===== config.mk =====
export PLATFORM = sky130hd
export DESIGN_NAME = router_pkt_ctrl
export DESIGN_NICKNAME = d
export VERILOG_FILES = /design/src/rtl/router_pkt_ctrl.sv
export SDC_FILE = /design/constraint.sdc
export NUM_CORES = 1
export LEC_CHECK = 0
export ABC_CLOCK_PERIOD_IN_PS = 2100
export CORE_ASPECT_RATIO = 2
export CORE_MARGIN = 10
export CORE_UTILIZATION = 40
export CTS_CLUSTER_SIZE = 16
export DETAILED_ROUTE_END_ITERATION = 8
export PLACE_DENSITY = 0.67
export SETUP_SLACK_MARGIN = 0.1
export SLEW_MARGIN = 20
export SYNTH_ARGS = -nofsm -noshare
export SYNTH_HDL_FRONTEND = slang
export SYNTH_SLANG_ARGS = --single-unit

===== constraint.sdc =====
create_clock -name clock -period 2.1 [get_ports clock]
set_clock_uncertainty 0.05 [all_clocks]
set_input_delay 0.42 -clock clock [delete_from_list [all_inputs] [get_ports clock]]
set_output_delay 0.42 -clock clock [all_outputs]
set_load 0.02 [all_outputs]

===== src/rtl/router_pkt_ctrl.sv =====
// Ingress controller for the 1x3 router: decodes the header, steers bytes into one
// destination FIFO, throttles the source with busy and checks parity and length.
//
// state       | meaning
// ------------+------------------------------------------------------------
// DECODE      | idle, waiting for a header byte
// WAIT_EMPTY  | header latched, waiting for the destination FIFO to drain
// LOAD_FIRST  | writing the latched header
// LOAD_DATA   | streaming payload, catching the parity byte
// FULL        | destination full, one payload byte parked in hold
// AFTER_FULL  | writing the parked byte once space returns
// LOAD_PARITY | writing the received parity byte
// CHECK       | comparing parity and payload count, updating err
// DROP        | discarding a packet until its parity byte
module router_pkt_ctrl #(
   parameter int DATA_W   = 8,
   parameter int NUM_DEST = 3
) (
   input  logic                clock,
   input  logic                resetn,
   input  logic                pkt_valid,
   input  logic [DATA_W-1:0]   data_in,
   input  logic [NUM_DEST-1:0] fifo_full,
   input  logic [NUM_DEST-1:0] fifo_empty,
   input  logic [NUM_DEST-1:0] soft_reset,
   output logic [DATA_W-1:0]   fifo_wdata,
   output logic [NUM_DEST-1:0] write_enb,
   output logic                busy,
   output logic                err
);

   localparam logic [3:0] S_DECODE      = 4'd0;
   localparam logic [3:0] S_WAIT_EMPTY  = 4'd1;
   localparam logic [3:0] S_LOAD_FIRST  = 4'd2;
   localparam logic [3:0] S_LOAD_DATA   = 4'd3;
   localparam logic [3:0] S_FULL        = 4'd4;
   localparam logic [3:0] S_AFTER_FULL  = 4'd5;
   localparam logic [3:0] S_LOAD_PARITY = 4'd6;
   localparam logic [3:0] S_CHECK       = 4'd7;
   localparam logic [3:0] S_DROP        = 4'd8;

   localparam logic [1:0] ADDR_LIM = 2'(NUM_DEST);

   logic [3:0]        state_q, state_d;
   logic [DATA_W-1:0] hold_q, hold_d;
   logic [1:0]        addr_q, addr_d;
   logic [5:0]        len_q, len_d;
   logic [DATA_W-1:0] parity_q, parity_d;
   logic [5:0]        cnt_q, cnt_d;
   logic              err_q, err_d;

   logic [1:0]          hdr_addr;
   logic [5:0]          hdr_len;
   logic [NUM_DEST-1:0] hdr_oh, dest_oh;
   logic                hdr_empty, dst_full, dst_empty, dst_srst;
   logic [5:0]          cnt_inc;
   logic                wr, use_in;

   assign hdr_addr  = data_in[1:0];
   assign hdr_len   = data_in[7:2];
   assign hdr_oh    = NUM_DEST'(1) << hdr_addr;
   assign dest_oh   = NUM_DEST'(1) << addr_q;
   assign hdr_empty = |(fifo_empty & hdr_oh);
   assign dst_full  = |(fifo_full & dest_oh);
   assign dst_empty = |(fifo_empty & dest_oh);
   assign dst_srst  = |(soft_reset & dest_oh);
   assign cnt_inc   = (cnt_q == 6'h3f) ? cnt_q : cnt_q + 6'd1;

   always_comb begin
      state_d  = state_q;
      hold_d   = hold_q;
      addr_d   = addr_q;
      len_d    = len_q;
      parity_d = parity_q;
      cnt_d    = cnt_q;
      err_d    = err_q;
      wr       = 1'b0;
      use_in   = 1'b0;
      case (state_q)
         S_DECODE: begin
            if (pkt_valid) begin
               if (hdr_addr < ADDR_LIM) begin
                  hold_d   = data_in;
                  addr_d   = hdr_addr;
                  len_d    = hdr_len;
                  parity_d = data_in;
                  cnt_d    = 6'd0;
                  err_d    = 1'b0;
                  state_d  = hdr_empty ? S_LOAD_FIRST : S_WAIT_EMPTY;
               end else begin
                  state_d = S_DROP;
               end
            end
         end
         S_WAIT_EMPTY: if (dst_empty) state_d = S_LOAD_FIRST;
         // A full destination never takes a write; the header simply waits here.
         S_LOAD_FIRST: begin
            if (!dst_full) begin
               wr      = 1'b1;
               state_d = S_LOAD_DATA;
            end
         end
         S_LOAD_DATA: begin
            if (pkt_valid) begin
               if (!dst_full) begin
                  wr       = 1'b1;
                  use_in   = 1'b1;
                  parity_d = parity_q ^ data_in;
                  cnt_d    = cnt_inc;
               end else begin
                  hold_d  = data_in;
                  state_d = S_FULL;
               end
            end else begin
               hold_d  = data_in;
               state_d = S_LOAD_PARITY;
            end
         end
         S_FULL: if (!dst_full) state_d = S_AFTER_FULL;
         S_AFTER_FULL: begin
            if (!dst_full) begin
               wr       = 1'b1;
               parity_d = parity_q ^ hold_q;
               cnt_d    = cnt_inc;
               state_d  = S_LOAD_DATA;
            end
         end
         S_LOAD_PARITY: begin
            if (!dst_full) begin
               wr      = 1'b1;
               state_d = S_CHECK;
            end
         end
         S_CHECK: begin
            err_d   = (parity_q != hold_q) || (cnt_q != len_q);
            state_d = S_DECODE;
         end
         S_DROP: if (!pkt_valid) state_d = S_DECODE;
         default: state_d = S_DECODE;
      endcase

      // Destination abort overrides whatever the packet was doing this cycle.
      if (dst_srst && (state_q != S_DECODE) && (state_q != S_DROP) && (state_q != S_CHECK)) begin
         wr       = 1'b0;
         use_in   = 1'b0;
         hold_d   = hold_q;
         parity_d = parity_q;
         cnt_d    = cnt_q;
         err_d    = err_q;
         state_d  = pkt_valid ? S_DROP : S_DECODE;
      end
   end

   always_ff @(posedge clock or negedge resetn) begin
      if (!resetn) begin
         state_q  <= S_DECODE;
         hold_q   <= '0;
         addr_q   <= '0;
         len_q    <= '0;
         parity_q <= '0;
         cnt_q    <= '0;
         err_q    <= 1'b0;
      end else begin
         state_q  <= state_d;
         hold_q   <= hold_d;
         addr_q   <= addr_d;
         len_q    <= len_d;
         parity_q <= parity_d;
         cnt_q    <= cnt_d;
         err_q    <= err_d;
      end
   end

   assign write_enb  = wr ? dest_oh : '0;
   assign fifo_wdata = use_in ? data_in : hold_q;
   assign err        = err_q;
   assign busy       = (state_q == S_WAIT_EMPTY) || (state_q == S_LOAD_FIRST) ||
                       (state_q == S_FULL) || (state_q == S_AFTER_FULL) ||
                       (state_q == S_LOAD_PARITY) || (state_q == S_CHECK);

endmodule


---- Yosys cells after proc, flatten, opt, wreduce, memory -nomap -nowiden ----
Index checks and enable logic that the tools add are counted.
operators by class
  eq/ne operators ......................... 26
  $lt $le $gt $ge ......................... 1
  shifts and indexed selects .............. 2
  muxes and demuxes ....................... 39
  bitwise logic cells ..................... 7
  reduce and logical (&&, ||, !) cells .... 26
  add/sub/neg operators ................... 1
operator list
  kind                 number
  $mux 8               8
  $mux 4               11
  $mux 6               5
  $pmux 4 s7           1
  $pmux 8 s3           1
  $ne 3x3->1 const B   6
  $pmux 6 s3           1
  $eq 4x3->1 const B   4
  $pmux 8 s2           1
  $xor 8x8->8          2
  $reduce_or 3->1      5
  $reduce_and 7->1     2
  $and 3x3->3          4
  $ne 2x2->1 const B   5
  $reduce_and 5->1     2
  $eq 4x2->1 const B   2
  $ne 4x4->1 const B   2
  $ne 8x8->1           1
  $mux 1               7
  $add 6x1->6 const B  1
  $eq 6x6->1 const B   1
  $logic_or 1x1->1     6
  $ne 6x6->1           1
  $shl 1x2->3 const A  2
  other kinds (17)     21
storage, ports and cells
  word-level logic and storage cells ...... 109
  register bits after elaboration ......... 35

---- Longest topological paths before layout ----
Gate-level depths: netlist (run 1).
  word-level depth ........................ 8
  mapped depth ............................ 8

---- Worst setup path before layout (run 1) ----
OpenSTA, ideal clock, no wires.
  kind .................................... register to output
  from .................................... register addr_q[0]
  to ...................................... output write_enb[1]
  arrival ................................. 2.096 ns
  path slack .............................. -0.466 ns
  data required time ...................... 1.630 ns
  buffers on the path ..................... 1
  stages on the path, launching flop included .. 7
  cells stage by stage .................... dfrtp_1 > buf_6 > mux2i_4 > a2bb2oi_4 > a211oi_2 > or4_1 > nor3b_1
between the ends
  longest elaborated chain between the ends .. 8
  elaborated cells on any way between the ends .. 13
  those cells by class .................... shift: 1; mux: 5; bitwise: 2; reduce/logical: 5
ends and longest elaborated chain
  element                                                 line      source
  start: declaration                                      46        logic [1:0] addr_q, addr_d;
  start signal: assignment                                166       addr_q <= addr_d;
  $shl 1x2->3 (*)                                         62        assign dest_oh = NUM_DEST'(1) << addr_q;
  $and 3x3->3, on equally long branches                   64, 66
  $reduce_or 3->1, on equally long branches               64, 66
  $mux 1 / $logic_and 1x1->1 (equally long branches)      n/a
  $mux 1 / $logic_and 1x1->1 (equally long branches)      104, 143
  $pmux 1 s2 / $logic_and 1x1->1 (equally long branches)  79, 143
  $mux 1                                                  143       if (dst_srst && (state_q != S_DECODE) && (state_q != S_DROP) && (state_q != S_CHECK)) begin
  $mux 3 (*)                                              174       assign write_enb = wr ? dest_oh : '0;
  end: declaration                                        27        output logic [NUM_DEST-1:0] write_enb,
Mark *: on every way between the ends. The rest lies on a longest branch, timed or not.

---- Final worst setup path (run 1) ----
  from .................................... register addr_q[0]
  to ...................................... output fifo_wdata[7]
between the ends
  longest elaborated chain between the ends .. 8
  elaborated cells on any way between the ends .. 13
  those cells by class .................... shift: 1; mux: 5; bitwise: 2; reduce/logical: 5
ends and longest elaborated chain
  element                                             line      source
  $shl 1x2->3 (*)                                     62
  $and 3x3->3, on equally long branches               64, 66
  $reduce_or 3->1, on equally long branches           64, 66
  $mux 1 / $logic_and 1x1->1 (equally long branches)  105, 143
  $mux 1 / $logic_and 1x1->1 (equally long branches)  104, 143
  $mux 1 / $logic_and 1x1->1 (equally long branches)  79, 143
  $mux 1 (*)                                          143
  $mux 8 (*)                                          175       assign fifo_wdata = use_in ? data_in : hold_q;
  end: declaration                                    26        output logic [DATA_W-1:0] fifo_wdata,
Marked as above.

==> results of run 1 <==
[state kept, by name, indices dropped and copies added, names as in the netlist]
| register | flops |
|---|---|
| hold_q | 8 |
| parity_q | 8 |
| err | 1 |
| state_q | 4 |
| addr_q | 2 |
| len_q | 6 |
| cnt_q | 6 |
[cells in the final DEF, fill, tap and decap left out, types with 6 or more instances in the layout]
| cell type | netlist | routed |
|---|---|---|
| clkdlybuf4s50_1 | 0 | 15 |
| o21ai_1 | 16 | 12 |
| o21ai_0 | 13 | 13 |
| dfrtp_1 | 35 | 32 |
| a21oi_1 | 12 | 10 |
| mux2_1 | 16 | 7 |
| nand2_1 | 48 | 46 |
| o211ai_1 | 9 | 9 |
| nor2_1 | 15 | 13 |
| inv_1 | 6 | 6 |
| buf_6 | 2 | 23 |
| a22o_1 | 8 | 8 |
| xnor2_1 | 11 | 11 |
| mux2_4 | 8 | 17 |
| buf_4 | 0 | 55 |
[what timing repair did]
action,in CTS,in global routing
setup endpoints to repair,37,45
buffers inserted,10,11
pin swaps,11,10
cloned,2,0
hold endpoints to repair,0,0
gates resized for setup,96,24
[logic make-up after synthesis]
group,count (synthesis)
AOI/OAI and AO/OA,78
xor gates and xnor gates,15
adders and majority gates,1
buffers and inverters,23
DFF,35
muxes,30
and+or+nand+nor,96
[per-stage QoR]
| stage | power (mW) | worst slack [ps] |
|---|---|---|
| 5_1_grt | 6.61 | -521 |
| 2_1_floorplan | 3.33 | -182 |
| 4_1_cts | 5.95 | -440 |
| 6_report | 6.29 | -456 |
| 3_3_place_gp | 4.44 | -935 |
| 3_5_place_dp | 4.52 | -953 |
[final timing paths]
| check | end | slack, ps | depth (start not counted) |
|---|---|---|---|
| worst max-delay path | fifo_wdata[7] | -460 | 7 |
| worst min-delay path | err$_DFFE_PN0P_ | 470 | 2 |
| worst max register to register | cnt_q[5]$_DFFE_PN0P_ | -180 | 11 |
| worst min register to register | err$_DFFE_PN0P_ | 470 | 2 |
| max in group asynchronous | state_q[0]$_DFFE_PN0P_ | 1140 | 2 |
| min in group asynchronous | state_q[3]$_DFFE_PN0P_ | 500 | 2 |
[layer usage]
layer  up-vias  part of all wire [%]  GRT usage [%]
li1       1199                     -              -
met1      1270                    35           14.9
met2        87                    56           30.7
met3        33                   3.6           2.80
met4         0                   5.5           12.2
met5         -                     0              0
[layout make-up]
type / count / area share [%]
tap: 84 / 2.68
inverter: 8 / 0.766
clock inverter: 2 / 0.893
multi-input combinational: 220 / 43.9
sequential: 35 / 22.4
timing repair buffer: 105 / 25.8
clock buffer: 6 / 3.54
[cell usage after synthesis, types with 2 or more instances]
cell      instances
nand2_1          48
dfrtp_1          35
mux2_1           16
o21ai_1          16
nor2_1           15
o21ai_0          13
a21oi_1          12
xnor2_1          11
o211ai_1          9
a22o_1            8
mux2_4            8
clkbuf_1          7
buf_2             6
inv_1             6
mux2i_1           5
nand3_1           4
nand3b_1          4
xor2_1            4
nand4_1           3
nor3_2            3
nor3b_1           3
a21boi_1          2
a31oi_1           2
a32oi_1           2
and2_1            2
buf_6             2
nand2b_1          2
nor2b_1           2
nor3_1            2
o31ai_1           2
or4_1             2
[worst register-to-register path, cell delays in order (launching register included)]
cell	delay [ps]
dfrtp_2	450
nand2b_4	160
buf_4	120
buf_4	120
buf_6	120
nor2_4	130
o21ai_4	80
a2111oi_4	310
buf_6	190
bufbuf_16	290
nand4_1	90
o21ai_1	90
[where the power goes]
group	leakage, nW	internal, mW	switching [mW]
Clock	0.0868	0.590	0.289
Sequential	0.430	0.973	0.337
Combinational	1.19	2.28	1.83
Total	1.71	3.84	2.45
==> impl_metrics.py, run 1 <==
metrics = {
    "status": {
        "violations": "negative setup slack",
        "status": "finished with violations",
    },
    "timing": {
        "final-hold-violation-count": 0,
        "timing_worst_slew_pin_value_ps": 466,
        "fin_hold_ws_ps": 465,
        "fin_crit_sh_pct": 122,
        "relSlewSlack_pct": 69.0,
        "worst_slack_ps": -456,
        "period_minus_slack_ps": 2560,
        "fin_tns_setup_ps": -7930,
        "finalSetupViolCount": 35,
        "rsz0062_at_grt": "yes",
        "fmax_ghz": 0.391,
        "drv_slew": 0,
    },
    "yosys": {
        "yosysSeqAreaShare_pct": 34.7,
        "synthMuxAreaShare_pct": 14.8,
        "synth_compound_area_share_pct": 22.0,
        "synth_ff_type": "dfrtp_1",
        "syn_area_per_cell_sq_um": 9.09,
        "synth.area.top_cells": "dfrtp_1 35%, mux2_1 7.1%, nand2_1 7.1%, mux2_4 4.8%, xnor2_1 3.8%",
        "synth.distinct_cells": 53,
        "yosys.area_share.simple_pct": 18.6,
        "yosys.area.top_type": "dfrtp_1",
        "ys_ff_latch": 35,
        "synthArstFlopShare_pct": 100,
        "synthXorXnorAreaFrac_pct": 5.20,
        "yosysWarnings": 0,
        "yosysTopAreaCellShare_pct": 34.7,
        "syn_area_sq_um": 2530,
        "synth-adder-area-share_pct": 0.495,
        "synth_top_family_by_area": "compound AO/OA/AOI/OAI gates",
        "syn_inst": 278,
        "syn_nets": 299,
        "synth-edff-count": 0,
    },
    "route": {
        "drt_iter0_markers": 171,
        "vias": 2589,
        "drc_errors": 0,
        "wl_per_cell_um": 18.4,
        "first_pass_iters": 5,
        "postRouteAntennaNets": 0,
        "via_per_inst": 5.63,
        "routed_wl_mm": 8.48,
    },
    "clocking": {
        "root_buffer": "clkbuf_16",
        "cts_tree": "yes",
        "clock_latency_ps": 280,
        "clkTransAtPathRegs_ps": 60,
        "cts_hold_buffers": 0,
        "cts.sinks": 35,
        "cts_buffers": 5,
        "h-tree-depth": 2,
        "clockBufferDepth": 2,
    },
    "setup_path": {
        "cp-end-kind": "output port",
        "cp-start-kind": "register",
        "cp_top_family": "multiplexers",
        "path_buf_inv": 3,
        "cp.arrival_ps": 2090,
        "crit_slowest_cell": "dfrtp_2",
        "worst_path_largest_cell_delay_ps": 430,
        "critPathKind": "register to output port",
        "critPathMaxFanout": 8,
        "crit_chain": "mux2i_4, buf_4, o21ai_2, nor3_4, buf_12, mux2_4, buf_6",
        "startpoint": "addr_q[0]$_DFFE_PN0P_",
        "worstPathRequired_ps": 1630,
        "reg2reg_from": "state_q[2]$_DFFE_PN0P_",
    },
    "placed_design": {
        "placed_area_sq_um": 3380,
        "portBuffers": 32,
        "gp_congestion": 0.909,
        "place_inst": 432,
        "post-dp-hpwl_mm": 5.80,
    },
    "die": {
        "die_area_sq_um": 10100,
        "ios": 33,
        "fp.dieH_um": 132,
        "die_width_um": 76.2,
        "core_area_sq_um": 6060,
        "rows": 40,
        "start_util_pct": 41.7,
    },
    "global_routing": {
        "grt_pass1_vias": 2812,
        "grt_max_degree": 36,
        "grt_first_pass_wirelength_mm": 13.4,
        "grt_antenna_before_repair": 0,
        "track_usage_pct": 16.3,
        "grt.overflow.total": 0,
    },
    "finish": {
        "areaGrowthSynthToFinish_pct": 55.3,
        "seq_area_sq_um": 880,
        "fin_cells": 460,
        "nets": 396,
        "fillers": 497,
        "finalCoreUtilization_pct": 64.8,
        "drive_gt1_share_pct": 39.4,
        "multiInputGateArea_sq_um": 1720,
        "postLayoutCellArea_sq_um": 3920,
        "antennaDiodeCount": 0,
    },
    "power_and_ir_drop": {
        "cellLeakagePower_nw": 1.71,
        "peakVddDrop_uv": 1210,
        "pwr_density_cell_nw_per_um2": 1600,
    },
    "flow_run": {
        "maxCapViolCount": 0,
    },
    "hold_path": {
        "worstHoldStart": "err$_DFFE_PN0P_",
        "hp-class": "register to register",
    },
}
No activity file was read; power rests on OpenSTA's default activity.
==> run 2: changes to the inputs <==
Settings changed: PLACE_DENSITY 0.67 to 0.66.
==> impl_metrics.py, run 2 (synthesis results as in run 1) <==
metrics = {
    "status": {
        "status": "finished with violations",
        "violations": "negative setup slack",
    },
    "die": {
        "rows": 40,
        "ios": 33,
        "core_area_sq_um": 6060,
        "fp.dieH_um": 132,
        "die_width_um": 76.2,
        "die_area_sq_um": 10100,
        "start_util_pct": 41.7,
    },
    "placed_design": {
        "pre_cts_slack_ps": -979,
        "gp_congestion": 0.848,
        "portBuffers": 32,
        "post-dp-hpwl_mm": 5.87,
    },
    "clocking": {
        "h-tree-depth": 2,
        "cts_hold_buffers": 0,
        "cts_buffers": 5,
        "cts_tree": "yes",
        "cts.sinks": 35,
        "clkTransAtPathRegs_ps": 60,
        "clockBufferDepth": 2,
        "clock_latency_ps": 280,
        "root_buffer": "clkbuf_16",
    },
    "global_routing": {
        "grt_util_met2_pct": 30.9,
        "busiest_layer": "met2",
        "track_usage_pct": 16.4,
        "grt_antenna_before_repair": 0,
        "grt_first_pass_wirelength_mm": 13.4,
        "gr-usage-met3_pct": 2.73,
        "grt_pass1_vias": 2816,
        "grt.overflow.total": 0,
        "grt_util_met1_pct": 14.0,
        "grt_max_degree": 36,
    },
    "hold_path": {
        "hp-class": "register to register",
    },
    "timing": {
        "timing_worst_slew_pin_value_ps": 492,
        "fin_crit_sh_pct": 121,
        "fin_tns_setup_ps": -11950,
        "rsz0062_at_grt": "yes",
        "drv_slew": 0,
        "relSlewSlack_pct": 67.2,
        "fmax_ghz": 0.394,
        "final-hold-violation-count": 0,
        "worst_slack_ps": -440,
        "finalSetupViolCount": 35,
        "period_minus_slack_ps": 2540,
    },
    "finish": {
        "drive_gt1_share_pct": 37.3,
        "antennaDiodeCount": 0,
        "areaGrowthSynthToFinish_pct": 52.7,
        "seq_area_sq_um": 877,
        "multiInputGateArea_sq_um": 1710,
        "top_regs": "hold_q (8), parity_q (8)",
        "fillers": 491,
        "final_cell_mix": "57 x buf_4, 46 x nand2_1, 34 x dfrtp_1, 18 x mux2_4, 18 x buf_6",
        "nets": 393,
        "layout_commonest_cell": "buf_4",
    },
    "setup_path": {
        "cp-start-kind": "register",
        "worst_path_largest_cell_delay_ps": 480,
        "r2r_setup_slack_ps": -390,
        "critPathMaxFanout": 4,
        "critPathKind": "register to output port",
        "cp-end-kind": "output port",
        "worstPathRequired_ps": 1630,
        "cp.arrival_ps": 2070,
        "crit_slowest_cell": "or4_4",
        "crit_chain": "mux2i_4, a2bb2oi_4, a211oi_4, or4_4, nor3b_4, buf_6",
    },
    "route": {
        "drc_errors": 0,
        "wl_per_cell_um": 18.2,
        "postRouteAntennaNets": 0,
        "drt_iter0_markers": 213,
        "first_pass_iters": 4,
        "via_per_inst": 5.60,
        "routed_wl_mm": 8.34,
        "vias": 2557,
    },
    "power_and_ir_drop": {
        "cellLeakagePower_nw": 1.69,
        "peakVddDrop_uv": 995,
        "pwr_density_cell_nw_per_um2": 1590,
    },
    "flow_run": {
        "maxCapViolCount": 0,
    },
}
-- run 2: cell count changes in the layout (fill, tap and decap cells not counted), sizes merged --
cell and change:
buf -4, bufbuf +1
-- run 2: cell type report --
| cell class | count | area share, % |
|---|---|---|
| multi-input combinational | 220 | 44.2 |
| timing repair buffer | 102 | 25.0 |
| sequential | 35 | 22.7 |
| clock buffer | 6 | 3.60 |
| tap | 84 | 2.72 |
| clock inverter | 2 | 0.908 |
| inverter | 8 | 0.778 |
-- run 2: metal layers --
metal  wire, um  vias up
met3        345       42
li1           -     1193
met1       2770     1231
met5          0        -
met2       4610       91
met4        613        0
-- run 2: worst paths after layout --
kind                                          endpoint  cells after the start                   from
worst max-delay path                      write_enb[2]                      6  addr_q[0]$_DFFE_PN0P_
worst min register to register         err$_DFFE_PN0P_                      2        err$_DFFE_PN0P_
min in group asynchronous       state_q[2]$_DFFE_PN0P_                      2                 resetn
max in group asynchronous        addr_q[0]$_DFFE_PN0P_                      2                 resetn
worst max register to register    cnt_q[3]$_DFFE_PN0P_                     11  addr_q[0]$_DFFE_PN0P_
worst min-delay path                   err$_DFFE_PN0P_                      2        err$_DFFE_PN0P_
-- run 2: through the flow --
step / hold slack, ps / cells / utilization [%] / instance area (sq um) / total power [mW]
after CTS: 467 / 455 / 62.7 / 3800 / 6.00
after detailed placement: 453 / 437 / 56.4 / 3420 / 4.59
after floorplan: 74.4 / 278 / - / 2620 / 3.33
after global routing: 490 / 457 / 63.7 / 3860 / 6.45
final: 465 / 457 / 63.7 / 3860 / 6.13
after global placement: 446 / 437 / 56.4 / 3420 / 4.53
-- run 2: critical path: cells and delay by family (launching register included) --
| family | cells | cell delay, ps |
|---|---|---|
| muxes | 1 | 290 |
| and+or+nand+nor | 2 | 700 |
| buffers and inverters | 1 | 140 |
| DFF | 1 | 430 |
| AOI/OAI and AO/OA | 2 | 230 |
-- run 2: where the power goes --
group	internal, mW	total (mW)	leakage (nW)	switching, mW
Combinational	2.20	3.94	1.17	1.73
Clock	0.590	0.884	0.0868	0.293
Sequential	0.970	1.31	0.433	0.341
-- run 2: timing repair --
item | CTS | global route
pin swaps | 10 | 2
resized for setup | 95 | 11
setup buffers | 9 | 2
setup endpoints to repair | 45 | 44
cloned | 2 | 0
==> run 3: changes to the inputs <==
Settings changed: SKIP_LAST_GASP set to 1.
==> impl_metrics.py, run 3 (synthesis results as in run 1) <==
metrics = {
    "finish": {
        "fillers": 492,
        "postLayoutCellArea_sq_um": 3860,
        "areaGrowthSynthToFinish_pct": 52.7,
        "drive_gt1_share_pct": 37.3,
        "final_cell_mix": "57 x buf_4, 46 x nand2_1, 34 x dfrtp_1, 18 x mux2_4, 18 x buf_6",
        "antennaDiodeCount": 0,
        "seq_area_sq_um": 877,
        "multiInputGateArea_sq_um": 1710,
        "nets": 393,
        "layout_commonest_cell": "buf_4",
        "top_regs": "hold_q (8), parity_q (8)",
    },
    "setup_path": {
        "cp-end-kind": "output port",
        "worst_path_largest_cell_delay_ps": 480,
        "cp.arrival_ps": 2070,
        "crit_chain": "mux2i_4, a2bb2oi_4, a211oi_4, or4_4, nor3b_4, buf_6",
        "crit_slowest_cell": "or4_4",
        "critPathMaxFanout": 4,
        "worstPathRequired_ps": 1630,
        "critPathKind": "register to output port",
        "cp-start-kind": "register",
    },
    "route": {
        "drt_iter0_markers": 186,
        "routed_wl_mm": 8.33,
        "postRouteAntennaNets": 0,
        "wl_per_cell_um": 18.2,
        "vias": 2582,
        "via_per_inst": 5.65,
        "drc_errors": 0,
        "first_pass_iters": 4,
    },
    "hold_path": {
        "hp-class": "register to register",
    },
    "placed_design": {
        "portBuffers": 32,
        "placed_area_sq_um": 3420,
        "post-dp-hpwl_mm": 5.87,
        "gp_congestion": 0.848,
    },
    "timing": {
        "worst_slack_ps": -441,
        "fin_crit_sh_pct": 121,
        "relSlewSlack_pct": 67.3,
        "period_minus_slack_ps": 2540,
        "timing_worst_slew_pin_value_ps": 491,
        "rsz0062_at_grt": "yes",
        "final-hold-violation-count": 0,
        "finalSetupViolCount": 35,
        "drv_slew": 0,
        "fmax_ghz": 0.394,
    },
    "die": {
        "core_area_sq_um": 6060,
        "die_width_um": 76.2,
        "fp.dieH_um": 132,
        "ios": 33,
        "start_util_pct": 41.7,
        "die_area_sq_um": 10100,
        "rows": 40,
    },
    "clocking": {
        "h-tree-depth": 2,
        "cts_tree": "yes",
        "clock_latency_ps": 280,
        "cts_hold_buffers": 0,
        "cts.sinks": 35,
        "clkTransAtPathRegs_ps": 60,
        "clockBufferDepth": 2,
        "root_buffer": "clkbuf_16",
        "cts_buffers": 5,
    },
    "flow_run": {
        "maxCapViolCount": 0,
    },
    "global_routing": {
        "track_usage_pct": 16.3,
        "grt_max_degree": 36,
        "grt_antenna_before_repair": 0,
        "grt_util_met2_pct": 31.1,
        "gr-usage-met3_pct": 2.73,
        "grt_pass1_vias": 2815,
        "busiest_layer": "met2",
        "grt.overflow.total": 0,
        "grt_first_pass_wirelength_mm": 13.4,
        "grt_util_met1_pct": 13.9,
    },
    "status": {
        "violations": "negative setup slack",
        "status": "finished with violations",
    },
    "power_and_ir_drop": {
        "cellLeakagePower_nw": 1.69,
        "pwr_density_cell_nw_per_um2": 1590,
        "power_mw": 6.13,
        "peakVddDrop_uv": 996,
    },
}
## run 3: cell counts in the layout (fill, tap and decap cells not counted)
Identical to the previous run, type by type.
## run 3: worst paths after layout
kind | startpoint | end | slack, ps | depth (start not counted)
max in group asynchronous | resetn | addr_q[0]$_DFFE_PN0P_ | 1100 | 2
worst min-delay path | err$_DFFE_PN0P_ | err$_DFFE_PN0P_ | 460 | 2
min in group asynchronous | resetn | state_q[2]$_DFFE_PN0P_ | 510 | 2
worst max-delay path | addr_q[0]$_DFFE_PN0P_ | write_enb[2] | -440 | 6
worst max register to register | addr_q[0]$_DFFE_PN0P_ | cnt_q[3]$_DFFE_PN0P_ | -390 | 11
worst min register to register | err$_DFFE_PN0P_ | err$_DFFE_PN0P_ | 460 | 2
## run 3: routing by layer
layer,part of all wire [%],routed length (um)
met1,34,2800
met2,55,4580
met3,3.7,305
met4,7.8,648
met5,0,0
## run 3: area by class of cell
type / instances / share of cell area [%]
inverter: 8 / 0.778
sequential: 35 / 22.7
tap: 84 / 2.72
clock inverter: 2 / 0.908
clock buffer: 6 / 3.60
timing repair buffer: 102 / 25.0
multi-input combinational: 220 / 44.2
## run 3: what timing repair did
item,in CTS,in global routing
setup buffers,9,2
resized for setup,94,12
pin swaps,10,3
setup endpoints to repair,45,44
cloned,2,0
## run 3: worst max-delay path, delay by kind of cell (launching register included)
kind                   cells  cell delay [ps]
flip-flops                 1              430
multiplexers               1              290
AO/OA/AOI/OAI              2              230
buffers and inverters      1              140
AND/OR/NAND/NOR            2              700
## run 3: through the flow
step,setup slack (ps),setup TNS [ps],utilization (%),hold WS (ps),std cells
after global routing,-522,-15030,63.7,490,457
after CTS,-455,-10880,62.7,467,455
final,-441,-11890,63.7,465,457
after detailed placement,-979,-22990,56.4,453,437
after global placement,-935,-22530,56.4,446,437
after floorplan,-182,-954,-,74.4,278
## run 3: power breakdown
part	total (mW)	leakage [nW]	switching, mW	internal [mW]
Sequential	1.31	0.433	0.342	0.970
Combinational	3.93	1.17	1.73	2.20
Clock	0.883	0.0868	0.293	0.590
Total	6.13	1.69	2.37	3.76
